[config.mk]
export PLATFORM = sky130hd
export DESIGN_NAME = ysyx_24100006_aclint
export DESIGN_NICKNAME = d
export VERILOG_FILES = /design/src/rtl/ysyx_24100006_aclint.sv
export SDC_FILE = /design/constraint.sdc
export NUM_CORES = 1
export LEC_CHECK = 0
export BUFFER_PORTS_ARGS = -buffer_cell sky130_fd_sc_hd__buf_2
export CORE_UTILIZATION = 55
export DETAILED_ROUTE_END_ITERATION = 8
export PLACE_DENSITY_LB_ADDON = 0.05
export SETUP_SLACK_MARGIN = 0.1
export SLEW_MARGIN = 10
export SYNTH_ARGS = -nofsm -noshare
export SYNTH_HDL_FRONTEND = slang
export SYNTH_SLANG_ARGS = --single-unit
[constraint.sdc]
create_clock -name clk -period 12.5 [get_ports clk]
set_input_delay 1.25 -clock clk [delete_from_list [all_inputs] [get_ports clk]]
set_output_delay 1.25 -clock clk [all_outputs]
set_load 0.005 [all_outputs]
[src/rtl/ysyx_24100006_aclint.sv]
// ---------------------------------------------------------------------------
// ysyx_24100006_aclint
//
// AXI-Lite slave CLINT serving NHART harts. Holds a free-running 64-bit
// mtime, one 64-bit mtimecmp and one msip bit per hart, and drives
// registered timer (mtip) and software (msip) interrupt lines.
//
// Parameters
//   BASE_ADDR  region base address; all register offsets are relative to it
//   NHART      number of harts served (1..8)
//   TICK_DIV   clk cycles per mtime increment (>=1)
//
// Ports
//   clk, reset             clock, asynchronous active-high reset
//   axi_ar* / axi_r*       AXI-Lite read address / read data channels
//   axi_aw* / axi_w*       AXI-Lite write address / write data channels
//   axi_b*                 AXI-Lite write response channel
//   mtip[NHART-1:0]        timer interrupt per hart (mtime >= mtimecmp)
//   msip[NHART-1:0]        software interrupt per hart
//
// Register map (offset from BASE_ADDR)
//   0x0000 + 4*h   msip[h]      bit 0 only, other bits read 0
//   0x4000 + 8*h   mtimecmp[h]  low word, +4 high word
//   0xBFF8/0xBFFC  mtime        low / high word
//   Anything else, h >= NHART, or a misaligned address -> SLVERR, rdata 0.
//
// Configuration macro
//   CLINT_MTIME_WR_EN  when defined, mtime is writable (byte strobes honoured,
//                      a write beats a same-cycle tick and clears the
//                      prescaler). When undefined, mtime writes complete with
//                      OKAY and are discarded.
// ---------------------------------------------------------------------------
module ysyx_24100006_aclint #(
  parameter logic [31:0] BASE_ADDR = 32'h0200_0000,
  parameter int          NHART     = 1,
  parameter int          TICK_DIV  = 1
) (
  input  logic             clk,
  input  logic             reset,
  input  logic [31:0]      axi_araddr,
  input  logic             axi_arvalid,
  output logic             axi_arready,
  output logic             axi_rvalid,
  input  logic             axi_rready,
  output logic [31:0]      axi_rdata,
  output logic [1:0]       axi_rresp,
  output logic             axi_rlast,
  input  logic [31:0]      axi_awaddr,
  input  logic             axi_awvalid,
  output logic             axi_awready,
  input  logic [31:0]      axi_wdata,
  input  logic [3:0]       axi_wstrb,
  input  logic             axi_wvalid,
  output logic             axi_wready,
  output logic             axi_bvalid,
  input  logic             axi_bready,
  output logic [1:0]       axi_bresp,
  output logic [NHART-1:0] mtip,
  output logic [NHART-1:0] msip
);

  // Hart index width (at least one bit so NHART=1 still has a legal index).
  localparam int HW = (NHART > 1) ? $clog2(NHART) : 1;
  // Prescaler width and terminal count.
  localparam int PW = (TICK_DIV > 1) ? $clog2(TICK_DIV) : 1;
  localparam logic [PW-1:0] PS_MAX = PW'(TICK_DIV - 1);

  localparam logic [1:0] RESP_OKAY   = 2'b00;
  localparam logic [1:0] RESP_SLVERR = 2'b10;

  localparam logic [1:0] K_MSIP  = 2'd0;
  localparam logic [1:0] K_CMP   = 2'd1;
  localparam logic [1:0] K_MTIME = 2'd2;
  localparam logic [1:0] K_NONE  = 2'd3;

  localparam logic [2:0] S_IDLE  = 3'd0;
  localparam logic [2:0] S_RADDR = 3'd1;
  localparam logic [2:0] S_RDATA = 3'd2;
  localparam logic [2:0] S_WADDR = 3'd3;
  localparam logic [2:0] S_WRESP = 3'd4;

  typedef struct packed {
    logic          valid;
    logic [1:0]    kind;
    logic          hi;
    logic [HW-1:0] hart;
  } dec_t;

  // Address decode: classifies an AXI address into register kind, hart and
  // word half. Hart range is checked on the full index before truncation.
  function automatic dec_t decode(input logic [31:0] addr);
    logic [31:0] off;
    dec_t        d;
    off     = addr - BASE_ADDR;
    d.valid = 1'b0;
    d.kind  = K_NONE;
    d.hi    = 1'b0;
    d.hart  = '0;
    if (addr[1:0] != 2'b00) begin
      d.valid = 1'b0;
    end else if (off < 32'h0000_0020) begin
      d.kind  = K_MSIP;
      d.hart  = off[2 +: HW];
      d.valid = ({29'd0, off[4:2]} < 32'(NHART));
    end else if ((off >= 32'h0000_4000) && (off < 32'h0000_4040)) begin
      d.kind  = K_CMP;
      d.hart  = off[3 +: HW];
      d.hi    = off[2];
      d.valid = ({29'd0, off[5:3]} < 32'(NHART));
    end else if (off == 32'h0000_BFF8) begin
      d.kind  = K_MTIME;
      d.valid = 1'b1;
    end else if (off == 32'h0000_BFFC) begin
      d.kind  = K_MTIME;
      d.hi    = 1'b1;
      d.valid = 1'b1;
    end else begin
      d.valid = 1'b0;
    end
    return d;
  endfunction

  // Byte-lane merge of a 32-bit write into an existing word.
  function automatic logic [31:0] merge32(input logic [31:0] old_w,
                                          input logic [31:0] new_w,
                                          input logic [3:0]  strb);
    logic [31:0] res;
    res = old_w;
    for (int b = 0; b < 4; b++) begin
      if (strb[b]) begin
        res[8*b +: 8] = new_w[8*b +: 8];
      end else begin
        res[8*b +: 8] = old_w[8*b +: 8];
      end
    end
    return res;
  endfunction

  logic [2:0]       state_r;
  logic [31:0]      raddr_r;
  logic [31:0]      waddr_r;
  logic [31:0]      wdata_r;
  logic [3:0]       wstrb_r;
  logic             arready_r;
  logic             awready_r;
  logic             wready_r;
  logic             rvalid_r;
  logic [31:0]      rdata_r;
  logic [1:0]       rresp_r;
  logic             bvalid_r;
  logic [1:0]       bresp_r;

  logic [63:0]      mtime_r;
  logic [PW-1:0]    prescale_r;
  logic [63:0]      mtimecmp_r [NHART];
  logic [NHART-1:0] msip_r;
  logic [NHART-1:0] mtip_r;

  dec_t             rdec_s;
  dec_t             wdec_s;
  logic [31:0]      rd_val_s;
  logic             wr_act_s;
  logic             tick_s;

  // Decode latched addresses, form read data and write/tick strobes.
  always_comb begin
    rdec_s   = decode(raddr_r);
    wdec_s   = decode(waddr_r);
    rd_val_s = 32'd0;
    if (rdec_s.valid) begin
      case (rdec_s.kind)
        K_MSIP:  rd_val_s = {31'd0, msip_r[rdec_s.hart]};
        K_CMP:   rd_val_s = rdec_s.hi ? mtimecmp_r[rdec_s.hart][63:32]
                                      : mtimecmp_r[rdec_s.hart][31:0];
        K_MTIME: rd_val_s = rdec_s.hi ? mtime_r[63:32] : mtime_r[31:0];
        default: rd_val_s = 32'd0;
      endcase
    end else begin
      rd_val_s = 32'd0;
    end
    wr_act_s = (state_r == S_WADDR) && wdec_s.valid;
    tick_s   = (prescale_r == PS_MAX);
  end

  // Bus FSM: one read or one write in flight; a read wins a same-cycle tie.
  always_ff @(posedge clk or posedge reset) begin
    if (reset) begin
      state_r   <= S_IDLE;
      raddr_r   <= 32'd0;
      waddr_r   <= 32'd0;
      wdata_r   <= 32'd0;
      wstrb_r   <= 4'd0;
      arready_r <= 1'b0;
      awready_r <= 1'b0;
      wready_r  <= 1'b0;
      rvalid_r  <= 1'b0;
      rdata_r   <= 32'd0;
      rresp_r   <= RESP_OKAY;
      bvalid_r  <= 1'b0;
      bresp_r   <= RESP_OKAY;
    end else begin
      case (state_r)
        S_IDLE: begin
          if (axi_arvalid) begin
            arready_r <= 1'b1;
            raddr_r   <= axi_araddr;
            state_r   <= S_RADDR;
          end else if (axi_awvalid && axi_wvalid) begin
            awready_r <= 1'b1;
            wready_r  <= 1'b1;
            waddr_r   <= axi_awaddr;
            wdata_r   <= axi_wdata;
            wstrb_r   <= axi_wstrb;
            state_r   <= S_WADDR;
          end else begin
            state_r   <= S_IDLE;
          end
        end
        S_RADDR: begin
          arready_r <= 1'b0;
          rdata_r   <= rd_val_s;
          rresp_r   <= rdec_s.valid ? RESP_OKAY : RESP_SLVERR;
          rvalid_r  <= 1'b1;
          state_r   <= S_RDATA;
        end
        S_RDATA: begin
          if (axi_rready) begin
            rvalid_r <= 1'b0;
            state_r  <= S_IDLE;
          end else begin
            state_r  <= S_RDATA;
          end
        end
        S_WADDR: begin
          awready_r <= 1'b0;
          wready_r  <= 1'b0;
          bresp_r   <= wdec_s.valid ? RESP_OKAY : RESP_SLVERR;
          bvalid_r  <= 1'b1;
          state_r   <= S_WRESP;
        end
        S_WRESP: begin
          if (axi_bready) begin
            bvalid_r <= 1'b0;
            state_r  <= S_IDLE;
          end else begin
            state_r  <= S_WRESP;
          end
        end
        default: begin
          arready_r <= 1'b0;
          awready_r <= 1'b0;
          wready_r  <= 1'b0;
          rvalid_r  <= 1'b0;
          bvalid_r  <= 1'b0;
          state_r   <= S_IDLE;
        end
      endcase
    end
  end

`ifdef CLINT_MTIME_WR_EN
  logic        mtime_wr_s;
  logic [63:0] mtime_wr_val_s;

  // Merge a software write into the half of mtime it targets.
  always_comb begin
    mtime_wr_s = wr_act_s && (wdec_s.kind == K_MTIME);
    if (wdec_s.hi) begin
      mtime_wr_val_s = {merge32(mtime_r[63:32], wdata_r, wstrb_r), mtime_r[31:0]};
    end else begin
      mtime_wr_val_s = {mtime_r[63:32], merge32(mtime_r[31:0], wdata_r, wstrb_r)};
    end
  end

  // mtime and prescaler; a software write overrides the tick and restarts
  // the prescaler so the written value lasts a full tick period.
  always_ff @(posedge clk or posedge reset) begin
    if (reset) begin
      mtime_r    <= 64'd0;
      prescale_r <= '0;
    end else if (mtime_wr_s) begin
      mtime_r    <= mtime_wr_val_s;
      prescale_r <= '0;
    end else if (tick_s) begin
      mtime_r    <= mtime_r + 64'd1;
      prescale_r <= '0;
    end else begin
      prescale_r <= prescale_r + PW'(1);
    end
  end
`else
  // mtime and prescaler; mtime is read-only, wraps silently at all-ones.
  always_ff @(posedge clk or posedge reset) begin
    if (reset) begin
      mtime_r    <= 64'd0;
      prescale_r <= '0;
    end else if (tick_s) begin
      mtime_r    <= mtime_r + 64'd1;
      prescale_r <= '0;
    end else begin
      prescale_r <= prescale_r + PW'(1);
    end
  end
`endif

  // mtimecmp: written one 32-bit half at a time; the intermediate value is
  // live, so software writes the high half to all-ones first.
  always_ff @(posedge clk or posedge reset) begin
    if (reset) begin
      for (int h = 0; h < NHART; h++) begin
        mtimecmp_r[h] <= 64'hFFFF_FFFF_FFFF_FFFF;
      end
    end else if (wr_act_s && (wdec_s.kind == K_CMP)) begin
      if (wdec_s.hi) begin
        mtimecmp_r[wdec_s.hart][63:32] <=
          merge32(mtimecmp_r[wdec_s.hart][63:32], wdata_r, wstrb_r);
      end else begin
        mtimecmp_r[wdec_s.hart][31:0] <=
          merge32(mtimecmp_r[wdec_s.hart][31:0], wdata_r, wstrb_r);
      end
    end
  end

  // msip: only bit 0 of byte lane 0 is implemented.
  always_ff @(posedge clk or posedge reset) begin
    if (reset) begin
      msip_r <= '0;
    end else if (wr_act_s && (wdec_s.kind == K_MSIP) && wstrb_r[0]) begin
      msip_r[wdec_s.hart] <= wdata_r[0];
    end
  end

  // Timer interrupt compare, registered (one cycle behind mtime/mtimecmp).
  always_ff @(posedge clk or posedge reset) begin
    if (reset) begin
      mtip_r <= '0;
    end else begin
      for (int h = 0; h < NHART; h++) begin
        mtip_r[h] <= (mtime_r >= mtimecmp_r[h]);
      end
    end
  end

  assign axi_arready = arready_r;
  assign axi_rvalid  = rvalid_r;
  assign axi_rdata   = rdata_r;
  assign axi_rresp   = rresp_r;
  assign axi_rlast   = rvalid_r;
  assign axi_awready = awready_r;
  assign axi_wready  = wready_r;
  assign axi_bvalid  = bvalid_r;
  assign axi_bresp   = bresp_r;
  assign mtip        = mtip_r;
  assign msip        = msip_r;

endmodule

* Word level (Yosys, flattened, before mapping)
Index checks and enable logic that the tools add are counted.
** Storage, ports and cells
- Flip-flop bits (word level) :: 274
- Output and inout port bits :: 44
- Word-level logic and storage cells :: 156
** Cells by class
- Add/sub/neg operators :: 4
- Order comparisons :: 14
- Eq/ne operators :: 16
- Multiplexer cells :: 77
- Bitwise logic cells :: 5
- Reduce and logical (&&, ||, !) cells :: 23
** Operators by type and width (number)
- 64-bit 2-to-1 mux :: 4
- 8-bit 2-to-1 mux :: 24
- 64-bit bitwise mux :: 2
- 32-bit by 16-bit equality test with 1-bit output (second input constant) :: 4
- 32-bit 2-to-1 mux :: 4
- 32-bit case mux with 3 select lines :: 1
- 64-bit by 1-bit adder with 64-bit output (second input constant) :: 1
- 32-bit by 15-bit greater-or-equal comparator with 1-bit output (second input constant) :: 2
- 64-bit greater-or-equal comparator :: 1
- 32-bit by 15-bit < comparator with 1-bit output (second input constant) :: 2
- 32-bit by 6-bit < comparator with 1-bit output (second input constant) :: 2
- 32-bit by 26-bit subtractor with 32-bit output (second input constant) :: 2
- 1-bit 2-to-1 mux :: 20
- 4-bit 2-to-1 mux :: 4
- 3-bit 2-to-1 mux :: 5
- 3-bit case mux with 5 select lines :: 1
- 2-bit 2-to-1 mux :: 7
- 3-bit by 1-bit < comparator with 1-bit output (second input constant) :: 4
- 3-bit OR reduction :: 4
- 2-bit inequality test (second input constant) :: 5
- 1-bit logical AND :: 8
- 2-bit AND reduction :: 4
- 3-bit by 2-bit equality test with 1-bit output (second input constant) :: 2
- 1-bit case mux with 3 select lines :: 2
- other kinds (14) :: 24

* Depth between registers and ports, before layout
Gate-level depths: netlist of run 1.
- Word-level depth :: 14
- Depth in mapped cells :: 11

* Worst setup path before layout of run 1
Ideal clock, no wire load.
- Path type :: in2reg
- Start :: input port axi_arvalid
- End :: register waddr_r[0]
- Library setup time :: 125 ps
- Data arrival time :: 2623 ps
- Required time :: 12375 ps
- Setup slack :: 9752 ps
- Stages on the path :: 3
- Buffers on the path :: 1
- Path through :: nor3_1 > clkbuf_1 > mux2_2
** Between the ends
- Word-level cells in the longest chain between the ends :: 2
** RTL lines
- from (decl) :: RTL line 41 : input logic axi_arvalid,
- 1-bit NOT (no line)
- 3-bit AND reduction (no line)
- to (signal assigned) :: RTL line 211 : waddr_r <= axi_awaddr;
- to (decl) :: RTL line 141 : logic [31:0] waddr_r;
No other way between the ends.
A chain may end at the register's enable or synchronous reset.

* Worst setup path after layout of run 1
- Start :: register raddr_r[9]
- End :: register rdata_r[18], in the netlist axi_rdata[18]
** Between the ends
- Word-level cells in the longest chain between the ends :: 10
** RTL lines
- from (decl) :: RTL line 140 : logic [31:0] raddr_r;
- from (signal assigned) :: RTL line 206 : raddr_r <= axi_araddr;
- 32-bit by 26-bit subtractor with 32-bit output * :: RTL line 94 : off = addr - BASE_ADDR;
- branches (longest 8 deep; another with 32-bit by 15-bit greater-or-equal comparator with 1-bit output)
- 32-bit 2-to-1 mux * :: RTL line 170 : if (rdec_s.valid) begin
- to (signal assigned) :: RTL line 221 : rdata_r <= rd_val_s;
- to (decl) :: RTL line 148 : logic [31:0] rdata_r;
Every way passes the cells marked *.

==> run metrics, run 1 <==
status=completed; highest achievable clock rate=296 MHz; Initial DRC Count=522; clock network fraction of design power=34.3%; critical setup path kind=reg2reg; synthesized area per cell=11.6 sq um; total global-route track usage=25.1%; Resized cells post-CTS=0; number of flops mapped to enable cells by yosys=0; #FFs+latches synth=271; largest net degree at the start of global routing=165; final worst-path cycle share=27.0%; power per unit of standard cell area=159 nW/um^2; post-synthesis cell type count=71; total number of vias=9667; Clock Path Buffers=3; post-layout total power=2470 uW; x dimension of the die=159 um; Die Span Y=159 um; port bufs=148; type of the worst min-delay path=reg2reg; number of global-route vias before repair=9586; Top Ports=151; share of final-layout standard cells stronger than drive strength 1=33.0%; clock slew at the register clock pins of the worst setup and hold paths=0.06 ns; worst-margin pin slew=1.20 ns; global-route wire length before repair=49900 um; weighted congestion reported at the end of routability-driven placement=0.829; net switching power figure=690 uW; post-synth design cell area=13500 sq um; min cycle time layout=3.38 ns; number of antenna violations at the first check in global routing=2; number of CTS-inserted buffers=29; Synth Instances=1166; setup fix buffers added after clock tree synthesis=0; worst path arrival time=3.85 ns; total number of yosys warnings=0; Core Rows=56; total negative slack=0 ns; post-route clock skew=0.0143 ns; Final setup viols=0; crit end category=flip-flop; P_leak=0.00691 uW; category of the worst setup path launch point=flip-flop; cts hold-fix bufs=0; top cell types by occurrence after synthesis=dfrtp_1 (207), mux2_2 (151), nand2_1 (77); Total Die Area=25100 sq um; routed wirelength normalized by instance count=18.5 um; Internal Pwr Total=1780 uW; share of total power in combinational logic=16.8%; Max FO, Critical Path=17; cell types occupying the most area after synthesis=dfrtp_1 (38%), mux2_2 (13%), dfstp_2 (12%); Clk Tree Root Cell=clkbuf_16; Worst EP required=12.98 ns; depth of the CTS H-tree=1; ys async rst share=100%; most common cell in the netlist=dfrtp_1; global-route congestion overflow total=0; Post-route DRC=0; post-synth top area cell=dfrtp_1; unrepaired setup endpoints after global routing=false; proportion of total power due to net switching=27.9%; area grow syn2layout=15.0%; clock insertion delay at the later pin of the skew report=0.55 ns; final cell utilization of the core=65.2%; Detail Route Antenna Nets=0; number of optimization iterations in the first detailed-route pass=7; via-per-instance ratio=5.85; post-detailed-routing wire length=30600 um; register share of total power=48.9%; Max-Slew Margin vs Limit=19.9%; starting density of the core=56.7%; endpoints failing hold=0; flip-flop cell with the highest count after synthesis=dfrtp_1; post-synthesis sequential area ratio=50.9%; Max Transition Viols Final=0; floorplan core area=23800 sq um; Yosys top cell area share=38.4%; count of max-cap constraint violations=0; CTS Sinks=271; post-detailed-placement half-perimeter wirelength=21500 um; layout net count=1484; worst vdd rail ir drop=0.144 mV; TritonCTS clock tree=yes
[state kept, by name, summed over array words and instances, names as in the netlist]
register / count
mtime_r: 64
mtimecmp_r: 64
axi_rdata: 32
raddr_r: 32
waddr_r: 32
wdata_r: 32
wstrb_r: 4
state_r: 3
axi_arready: 1
axi_bresp: 1
axi_bvalid: 1
axi_rlast: 1
axi_rresp: 1
axi_wready: 1
msip: 1
mtip: 1
[cell usage in the layout, fill, tap and decap left out, types with 4 or more instances in the layout]
cell | synthesis | final
nand4_1 | 32 | 32
nor3_1 | 20 | 19
mux2_2 | 151 | 151
dfrtp_1 | 207 | 207
buf_2 | 7 | 148
clkbuf_16 | 0 | 29
or4_1 | 8 | 8
clkbuf_1 | 31 | 5
nor2_1 | 37 | 37
a21oi_1 | 20 | 20
xor2_1 | 19 | 19
clkbuf_8 | 0 | 5
nand2b_1 | 4 | 4
and4_1 | 8 | 8
a21o_1 | 6 | 6
dfstp_2 | 64 | 64
o211ai_1 | 4 | 4
ha_1 | 67 | 67
clkinv_2 | 0 | 6
o21ai_0 | 28 | 28
nand2_1 | 77 | 77
nand3_1 | 69 | 69
nor4_1 | 12 | 11
and3_1 | 14 | 14
a211oi_1 | 6 | 6
mux2_1 | 8 | 8
xnor2_1 | 47 | 47
buf_4 | 4 | 8
and2_1 | 4 | 4
or3_1 | 5 | 5
inv_1 | 76 | 75
o221ai_1 | 60 | 60
[power groups by stage]
stage	clock network [uW]	registers [uW]	logic, uW
after floorplan	0	1160	344
after global placement	0	1210	408
after detailed placement	0	1220	418
after CTS	865	1210	421
after global routing	901	1240	459
final	848	1210	415
[metal layers]
layer | GRT usage [%] | wire, um | vias up
li1 | - | - | 4588
met1 | 34.7 | 13800 | 4745
met2 | 41.3 | 14500 | 283
met3 | 4.27 | 1620 | 49
met4 | 5.82 | 573 | 2
met5 | 0 | 13 | -
[worst max-delay path, cell delays in order (launching register included)]
cell,delay [ns]
dfrtp_1,0.39
or4_1,0.58
nor4b_1,0.48
o211ai_1,0.28
nor4_4,0.87
buf_4,0.40
o221ai_1,0.17
nand3_1,0.12
[stage by stage]
step | hold slack [ns] | instances | setup WS (ns) | cell area (sq um)
detailed placement | 0.466 | 1598 | 9.16 | 14500
CTS | 0.480 | 1651 | 9.14 | 15500
global placement | 0.468 | 1598 | 9.26 | 14500
global route | 0.519 | 1651 | 8.84 | 15500
finish | 0.476 | 1652 | 9.12 | 15500
floorplan | 0.464 | 1167 | 3.89 | 13500
[worst paths after layout]
kind	endpoint	start	slack (ns)	cells past startpoint
max	axi_rdata[18]$_DFFE_PP0P_	raddr_r[9]$_DFFE_PP0P_	9.12	7
min reg2reg	axi_rdata[8]$_DFFE_PP0P_	axi_rdata[8]$_DFFE_PP0P_	0.48	2
max in group asynchronous	mtime_r[17]$_DFF_PP0_	reset	10.32	3
min	axi_rdata[8]$_DFFE_PP0P_	axi_rdata[8]$_DFFE_PP0P_	0.48	2
max reg2reg	axi_rdata[18]$_DFFE_PP0P_	raddr_r[9]$_DFFE_PP0P_	9.12	7
min in group asynchronous	raddr_r[21]$_DFFE_PP0P_	reset	0.81	2
[cell type report]
| type | count | area (sq um) |
|---|---|---|
| fill | 1898 | 8260 |
| clock inverter | 14 | 139 |
| multi-input combinational | 775 | 6170 |
| timing repair buffer | 157 | 821 |
| inverter | 76 | 293 |
| sequential | 271 | 6860 |
| clock buffer | 39 | 813 |
| tap | 319 | 399 |
| antenna | 1 | 2.50 |
[cells by family after synthesis]
logic type	share of synthesized area, %
xor gates and xnor gates	4.29
buffers and inverters	3.55
other	0.0278
AOI/OAI and AO/OA	8.78
and+or+nand+nor	12.7
DFF	50.9
adders and majority gates	6.22
muxes	13.5
(Power assumes the default switching activity.)
==> run 2, diff against run 1 <==
--- a/config.mk
+++ b/config.mk
@@ -5,6 +5,7 @@
 export SDC_FILE = /design/constraint.sdc
 export NUM_CORES = 1
 export LEC_CHECK = 0
+export ABC_AREA = 1
 export BUFFER_PORTS_ARGS = -buffer_cell sky130_fd_sc_hd__buf_2
 export CORE_UTILIZATION = 55
 export DETAILED_ROUTE_END_ITERATION = 8
==> constraint.sdc (replaced) <==
create_clock -name clk -period 3.5 [get_ports clk]
set_input_delay 0.35 -clock clk [delete_from_list [all_inputs] [get_ports clk]]
set_output_delay 0.35 -clock clk [all_outputs]
set_load 0.005 [all_outputs]
==> run 2 against run 1 <==
Clock power grew to 4.0 times the previous value. Global-route usage is 4.7 points higher. Register-to-register slack worse by 8.6 ns. Non-clock buffer count is 56 higher. First-iteration DRC count is 91% higher. Wire length is 34% higher. Worst setup slack worse by 8.6 ns. Sequential share of layout area is 5.7 points lower. Clock skew is 0.0024 ns lower. Largest power group unchanged. Via count is 37% higher. Sequential cell count stayed put.
==> run metrics, run 2 <==
Layout Cell Area excl Fill=17800 sq um; layout net count=2280; Buf/Inv on CP=4; DP Area=16300 sq um; post-synth design cell area=15100 sq um; highest achievable clock rate=338 MHz; post-detailed-placement half-perimeter wirelength=29900 um; worst-margin pin slew=0.882 ns; Post-Synth Simple-Gate Area=28.2%; status=completed; crit path launch=raddr_r[25]$_DFFE_PP0P_; number of flops mapped to enable cells by yosys=0; Initial DRC Count=996; starting density of the core=56.2%; CTS Sinks=271; category of the worst setup path launch point=flip-flop; ys async rst share=100%; share of final-layout standard cells stronger than drive strength 1=17.7%; #FFs+latches synth=271; cell class contributing the biggest share of worst-path delay=simple AND/OR/NAND/NOR gates; post-synthesis sequential area ratio=45.3%; top cell types by occurrence after synthesis=nand2_1 (500), inv_1 (242), nor2_1 (219); P_leak=0.00892 uW; number of optimization iterations in the first detailed-route pass=5; post-detailed-routing wire length=41000 um; Clock Path Buffers=3; Yosys top cell area share=34.2%; number of global-route vias before repair=13000; critical setup path kind=reg2reg; Final setup viols=0; post-synth top area cell=dfrtp_1; via-per-instance ratio=5.35; unrepaired setup endpoints after global routing=false; synthesized area per cell=7.92 sq um; clock slew at the register clock pins of the worst setup and hold paths=0.06 ns; total global-route track usage=29.8%; worst path arrival time=3.43 ns; endpoints failing hold=0; most common cell in the netlist=nand2_1; floorplan core area=27000 sq um; worst vdd rail ir drop=0.584 mV; flip-flop cell with the highest count after synthesis=dfrtp_1; Synth Instances=1913; Resized cells post-CTS=0; worst r2r path cells=18; global-route congestion overflow total=0; crit end category=flip-flop; compound-gate portion of the synthesized area=6.16%; most frequent standard cell in the layout excluding fill and tap cells=nand2_1; cell types occupying the most area after synthesis=dfrtp_1 (34%), nand2_1 (12%), dfstp_2 (11%); endpoint of the worst setup timing path=axi_rdata[20]$_DFFE_PP0P_; Total Die Area=28200 sq um; Clk Tree Root Cell=clkbuf_16; largest net degree at the start of global routing=146; total number of yosys warnings=0; cell occurring most often along the worst timing path=nand2_1; series of cell instances along the critical path=inv_1 -> ha_1 -> inv_1 -> nand2_1 -> nand2_1 -> nor2_1 -> nand2_1 -> nor2_2 -> nand4_1 -> nand2_2 -> nand3_2 -> inv_2 -> buf_4 -> nand2_1 -> nand2_1 -> nand2_1 -> nand2_1 -> nand2_1; number of logic stages on the critical path including buffering=18; multiplexer fraction of the synthesized cell area=3.27%; power per unit of standard cell area=536 nW/um^2; post-route clock skew=0.0119 ns; top library cells by usage in the layout, fill and taps aside=nand2_1 (500), inv_1 (241), nor2_1 (218); adder-cell share of the synthesized area=5.53%; type of the worst min-delay path=in2reg; Max Transition Viols Final=0; post-synthesis cell type count=56; max incr delay on CP=0.39 ns; routed wirelength normalized by instance count=16.6 um; total negative slack=0 ns; count of inserted antenna diode cells=0; final worst-path cycle share=84.5%; count of max-cap constraint violations=0; port bufs=148; top flop regs=mtime_r x64, mtimecmp_r x64; Post-route DRC=0; XOR/XNOR Fraction of Synth Area=3.41%; Core Rows=60; global-route wire length before repair=67100 um; depth of the CTS H-tree=1; min cycle time layout=2.96 ns; worst hold slack=0.0127 ns; setup fix buffers added after clock tree synthesis=0; Top Ports=151; number of antenna violations at the first check in global routing=2; Detail Route Antenna Nets=0; Die Span Y=168 um; x dimension of the die=168 um; Max-Slew Margin vs Limit=41.2%; clock insertion delay at the later pin of the skew report=0.59 ns; weighted congestion reported at the end of routability-driven placement=0.946; TritonCTS clock tree=yes; total number of vias=13200; Worst R2R End=axi_rdata[20]$_DFFE_PP0P_; combinational family with the most area after synthesis=simple AND/OR/NAND/NOR gates; minimum setup slack among reg-to-reg paths=0.54 ns; area grow syn2layout=17.4%; number of CTS-inserted buffers=31; slowest cell on the critical path=dfrtp_1; worst r2r src=raddr_r[25]$_DFFE_PP0P_; Worst EP required=3.97 ns; Max FO, Critical Path=24
run 2: worst register-to-register path: stages, from the launching register on:
cell	delay, ns
dfrtp_1	0.39
inv_1	0.15
ha_1	0.30
inv_1	0.07
nand2_1	0.06
nand2_1	0.07
nor2_1	0.08
nand2_1	0.07
nor2_2	0.19
nand4_1	0.23
nand2_2	0.34
nand3_2	0.13
inv_2	0.06
buf_4	0.29
nand2_1	0.15
nand2_1	0.12
nand2_1	0.06
nand2_1	0.06
nand2_1	0.05
run 2: stage by stage:
| step | power [uW] | setup WS, ns | utilization [%] | instances |
|---|---|---|---|---|
| 6_report | 9530 | 0.542 | 66.0 | 2472 |
| 5_1_grt | 10000 | 0.220 | 66.0 | 2472 |
| 4_1_cts | 9570 | 0.569 | 66.0 | 2471 |
| 3_5_place_dp | 6150 | 0.595 | 60.4 | 2369 |
| 3_3_place_gp | 6070 | 0.655 | 60.4 | 2369 |
| 2_1_floorplan | 5580 | -0.379 | - | 1914 |
run 2: cells by family (layout without fill, tap and decap cells):
group                      after synthesis  in the layout
DFF                                    271            271
buffers and inverters                  311            528
adders and majority gates               67             67
and+or+nand+nor                        993            993
xor gates and xnor gates                59             59
other                                    1              2
muxes                                   44             44
AOI/OAI and AO/OA                      167            167
run 2: final cells by class:
class | instances | area [sq um]
fill | 2323 | 9170
multi-input combinational | 1332 | 7060
sequential | 271 | 6860
timing repair buffer | 213 | 1400
inverter | 257 | 968
clock buffer | 45 | 898
tap | 341 | 427
clock inverter | 13 | 166
run 2: power breakdown:
part	total [uW]	internal (uW)	switching, uW
Sequential	4170	3760	414
Clock	3380	2010	1370
Combinational	1980	761	1220
Total	9530	6530	3010
run 2: timing repair:
item                       in CTS  in global routing
hold endpoints to repair      100                  1
setup endpoints to repair       0                  0
hold buffers                   44                  1
run 2: layer usage:
metal	track usage (%)	wire length [um]	vias to the layer above
met5	0	23	-
met4	9.25	1140	4
met3	5.62	2920	81
met2	47.3	18400	453
met1	41.5	18600	6185
li1	-	-	6502
run 2: worst min path at each step:
| stage | from | end | slack, ns | cells past startpoint |
|---|---|---|---|---|
| 2_1_floorplan | mtimecmp_r[1]$_DFFE_PP1P_ | mtimecmp_r[1]$_DFFE_PP1P_ | 0.44 | 2 |
| 3_3_place_gp | reset | axi_rdata[6]$_DFFE_PP0P_ | 0.26 | 2 |
| 3_5_place_dp | reset | axi_rdata[6]$_DFFE_PP0P_ | 0.26 | 2 |
| 4_1_cts | axi_wdata[12] | wdata_r[12]$_DFFE_PP0P_ | 0.0001 | 3 |
| 5_1_grt | axi_araddr[18] | raddr_r[18]$_DFFE_PP0P_ | 0.004 | 2 |
| 6_report | axi_wdata[18] | wdata_r[18]$_DFFE_PP0P_ | 0.01 | 3 |
==> run 3, diff against run 2 <==
==> constraint.sdc (replaced) <==
create_clock -name clk -period 2.9 [get_ports clk]
set_input_delay 0.29 -clock clk [delete_from_list [all_inputs] [get_ports clk]]
set_output_delay 0.29 -clock clk [all_outputs]
set_load 0.005 [all_outputs]
==> run 3 against run 2 <==
Final area rose by 4.2%. The flow now finishes with violations (hold timing). Wire length rose by 3.6%. Sequential power rose by 21%. First-iteration DRC count fell by 2.7%. Clock skew rose by 0.0063 ns. Clock-buffer cell count fell by 4. Critical path depth fell by 2. Total power rose by 22%. Fmax rose by 15%. Worst hold slack got worse by 0.015 ns. Sequential share of layout area fell by 1.5 points. Utilization rose by 2.7 points.
==> run metrics, run 3 (synthesis gave the netlist of run 2 again) <==
violations in the final reports=hold timing; top library cells by usage in the layout, fill and taps aside=nand2_1 (498), inv_1 (241), nor2_1 (218); Final setup viols=0; register share of total power=43.3%; area grow syn2layout=22.3%; weighted congestion reported at the end of routability-driven placement=0.959; post-detailed-routing wire length=42500 um; most frequent standard cell in the layout excluding fill and tap cells=nand2_1; number of global-route vias before repair=13300; largest net degree at the start of global routing=143; starting density of the core=56.2%; Worst Min Path Start=axi_wdata[27]; layout net count=2351; Total Die Area=28200 sq um; type of the worst min-delay path=in2reg; min cycle time layout=2.58 ns; critical setup path kind=reg2reg; post-layout total power=11600 uW; worst path arrival time=3.09 ns; Die Span Y=168 um; crit path launch=waddr_r[26]$_DFFE_PP0P_; power per unit of standard cell area=628 nW/um^2; final worst-path cycle share=89.1%; count of max-cap constraint violations=0; port bufs=148; Core Rows=60; highest achievable clock rate=387 MHz; depth of the worst hold-timing path=3; share of final-layout standard cells stronger than drive strength 1=18.1%; post-detailed-placement half-perimeter wirelength=30400 um; global-route wire length before repair=68800 um; Initial DRC Count=969; worst hold slack=-0.00185 ns; worst vdd rail ir drop=0.684 mV; global-route congestion overflow total=0; series of cell instances along the critical path=inv_1 -> ha_2 -> nand3_1 -> nor2_1 -> inv_1 -> nor2_1 -> nand2_1 -> nor2_4 -> nand3_2 -> nor2_2 -> nand4_4 -> buf_4 -> nor2_1 -> buf_4 -> nor2_1 -> nor2_1; status=finished, violations left; final cell utilization of the core=68.7%; total negative slack=0 ns; clock network fraction of design power=35.1%; clock insertion delay at the later pin of the skew report=0.58 ns; Max Transition Viols Final=0; filler cell count in the final layout=2233; Max FO, Critical Path=11; total number of vias=13700; endpoints failing hold=1; total global-route track usage=30.6%; top flop regs=mtime_r x64, mtimecmp_r x64; minimum setup slack among reg-to-reg paths=0.32 ns; Detail Route Antenna Nets=0; Layout Cell Area excl Fill=18500 sq um; category of the worst setup path launch point=flip-flop; Worst EP required=3.41 ns; Clock Path Buffers=3; crit end category=flip-flop; worst r2r src=waddr_r[26]$_DFFE_PP0P_; worst-margin pin slew=0.798 ns; Max-Slew Margin vs Limit=46.8%; Internal Pwr Total=8000 uW; CTS Sinks=271; total area of multi-input combinational cells=7100 sq um; x dimension of the die=168 um; number of CTS-inserted buffers=30; DP Area=16400 sq um; flip-flop and latch area=6860 sq um; floorplan core area=27000 sq um; worst r2r path cells=16; hold path endpoint=wdata_r[27]$_DFFE_PP0P_; cell occurring most often along the worst timing path=nor2_1; Top Ports=151; number of antenna violations at the first check in global routing=0; TritonCTS clock tree=yes; clock slew at the register clock pins of the worst setup and hold paths=0.06 ns; Post-route DRC=0; number of optimization iterations in the first detailed-route pass=5; post-route clock skew=0.0182 ns; count of inserted antenna diode cells=0; net switching power figure=3640 uW; unrepaired setup endpoints after global routing=true; Worst R2R End=mtimecmp_r[52]$_DFFE_PP1P_; Clk Tree Root Cell=clkbuf_16; depth of the CTS H-tree=1; via-per-instance ratio=5.38; P_leak=0.00922 uW; share of total power in combinational logic=21.6%; proportion of total power due to net switching=31.3%; max incr delay on CP=0.36 ns; slowest cell on the critical path=dfrtp_1; routed wirelength normalized by instance count=16.7 um
-- run 3: changes by cell type in the layout (fill, tap and decap cells not counted), moves of 2 or more --
cell           before  now
ha_2                0    2
nand2_1           500  498
buf_4              15   27
ha_1               67   65
dlygate4sd3_1      45  103
nor2_4              2    4
clkbuf_1            7    2
clkbuf_8            7    9
clkinvlp_4          2    4
inv_2              14   12
-- run 3: worst max-delay path by stage --
stage          cells past startpoint                    endpoint
4_1_cts                           14  mtimecmp_r[42]$_DFFE_PP1P_
3_5_place_dp                      14  mtimecmp_r[42]$_DFFE_PP1P_
6_report                          16  mtimecmp_r[52]$_DFFE_PP1P_
5_1_grt                           16  mtimecmp_r[48]$_DFFE_PP1P_
3_3_place_gp                      14  mtimecmp_r[43]$_DFFE_PP1P_
2_1_floorplan                      1     axi_arready$_DFFE_PP0P_
-- run 3: per-stage QoR --
stage	setup WS, ns	instances
final	0.317	2541
after global routing	0.0532	2541
after CTS	0.117	2537
after detailed placement	0.141	2379
after global placement	0.184	2379
after floorplan	-0.919	1914
-- run 3: cell type report --
cell class              instances  area share [%]
well taps                     341            2.30
repair buffers                284            11.3
multi-input cells            1333            38.3
flip-flops and latches        271            37.0
inverters                     257            5.27
clock buffers                  41            4.76
clock inverters                14            1.02
-- run 3: power groups by stage --
stage                     logic [uW]  clock network, uW  registers (uW)
final                           2510               4090            5040
after global routing            2820               4260            5140
after CTS                       2460               4150            5010
after detailed placement        2350                  0            5070
after global placement          2280                  0            5050
after floorplan                 1790                  0            4950
-- run 3: critical path: cells and delay by family (launching register included) --
kind	cells	cell delay (ns)
fa+ha+maj	1	0.31
buf+inv	4	0.53
simple gates	11	1.29
flops	1	0.36
-- run 3: per-layer routing --
metal,wire length (um),share of wire (%),track usage [%]
met1,19100,45,42.7
met2,19600,46,50.2
met3,2860,6.7,4.49
met4,964,2.3,7.82
met5,0,0,0
-- run 3: what timing repair did --
action / in CTS / in global routing
hold buffers: 103 / 0
setup endpoints to repair: 0 / 91
resized for setup: 0 / 13
buffers inserted: 0 / 3
endpoints found under the hold margin: 181 / 0
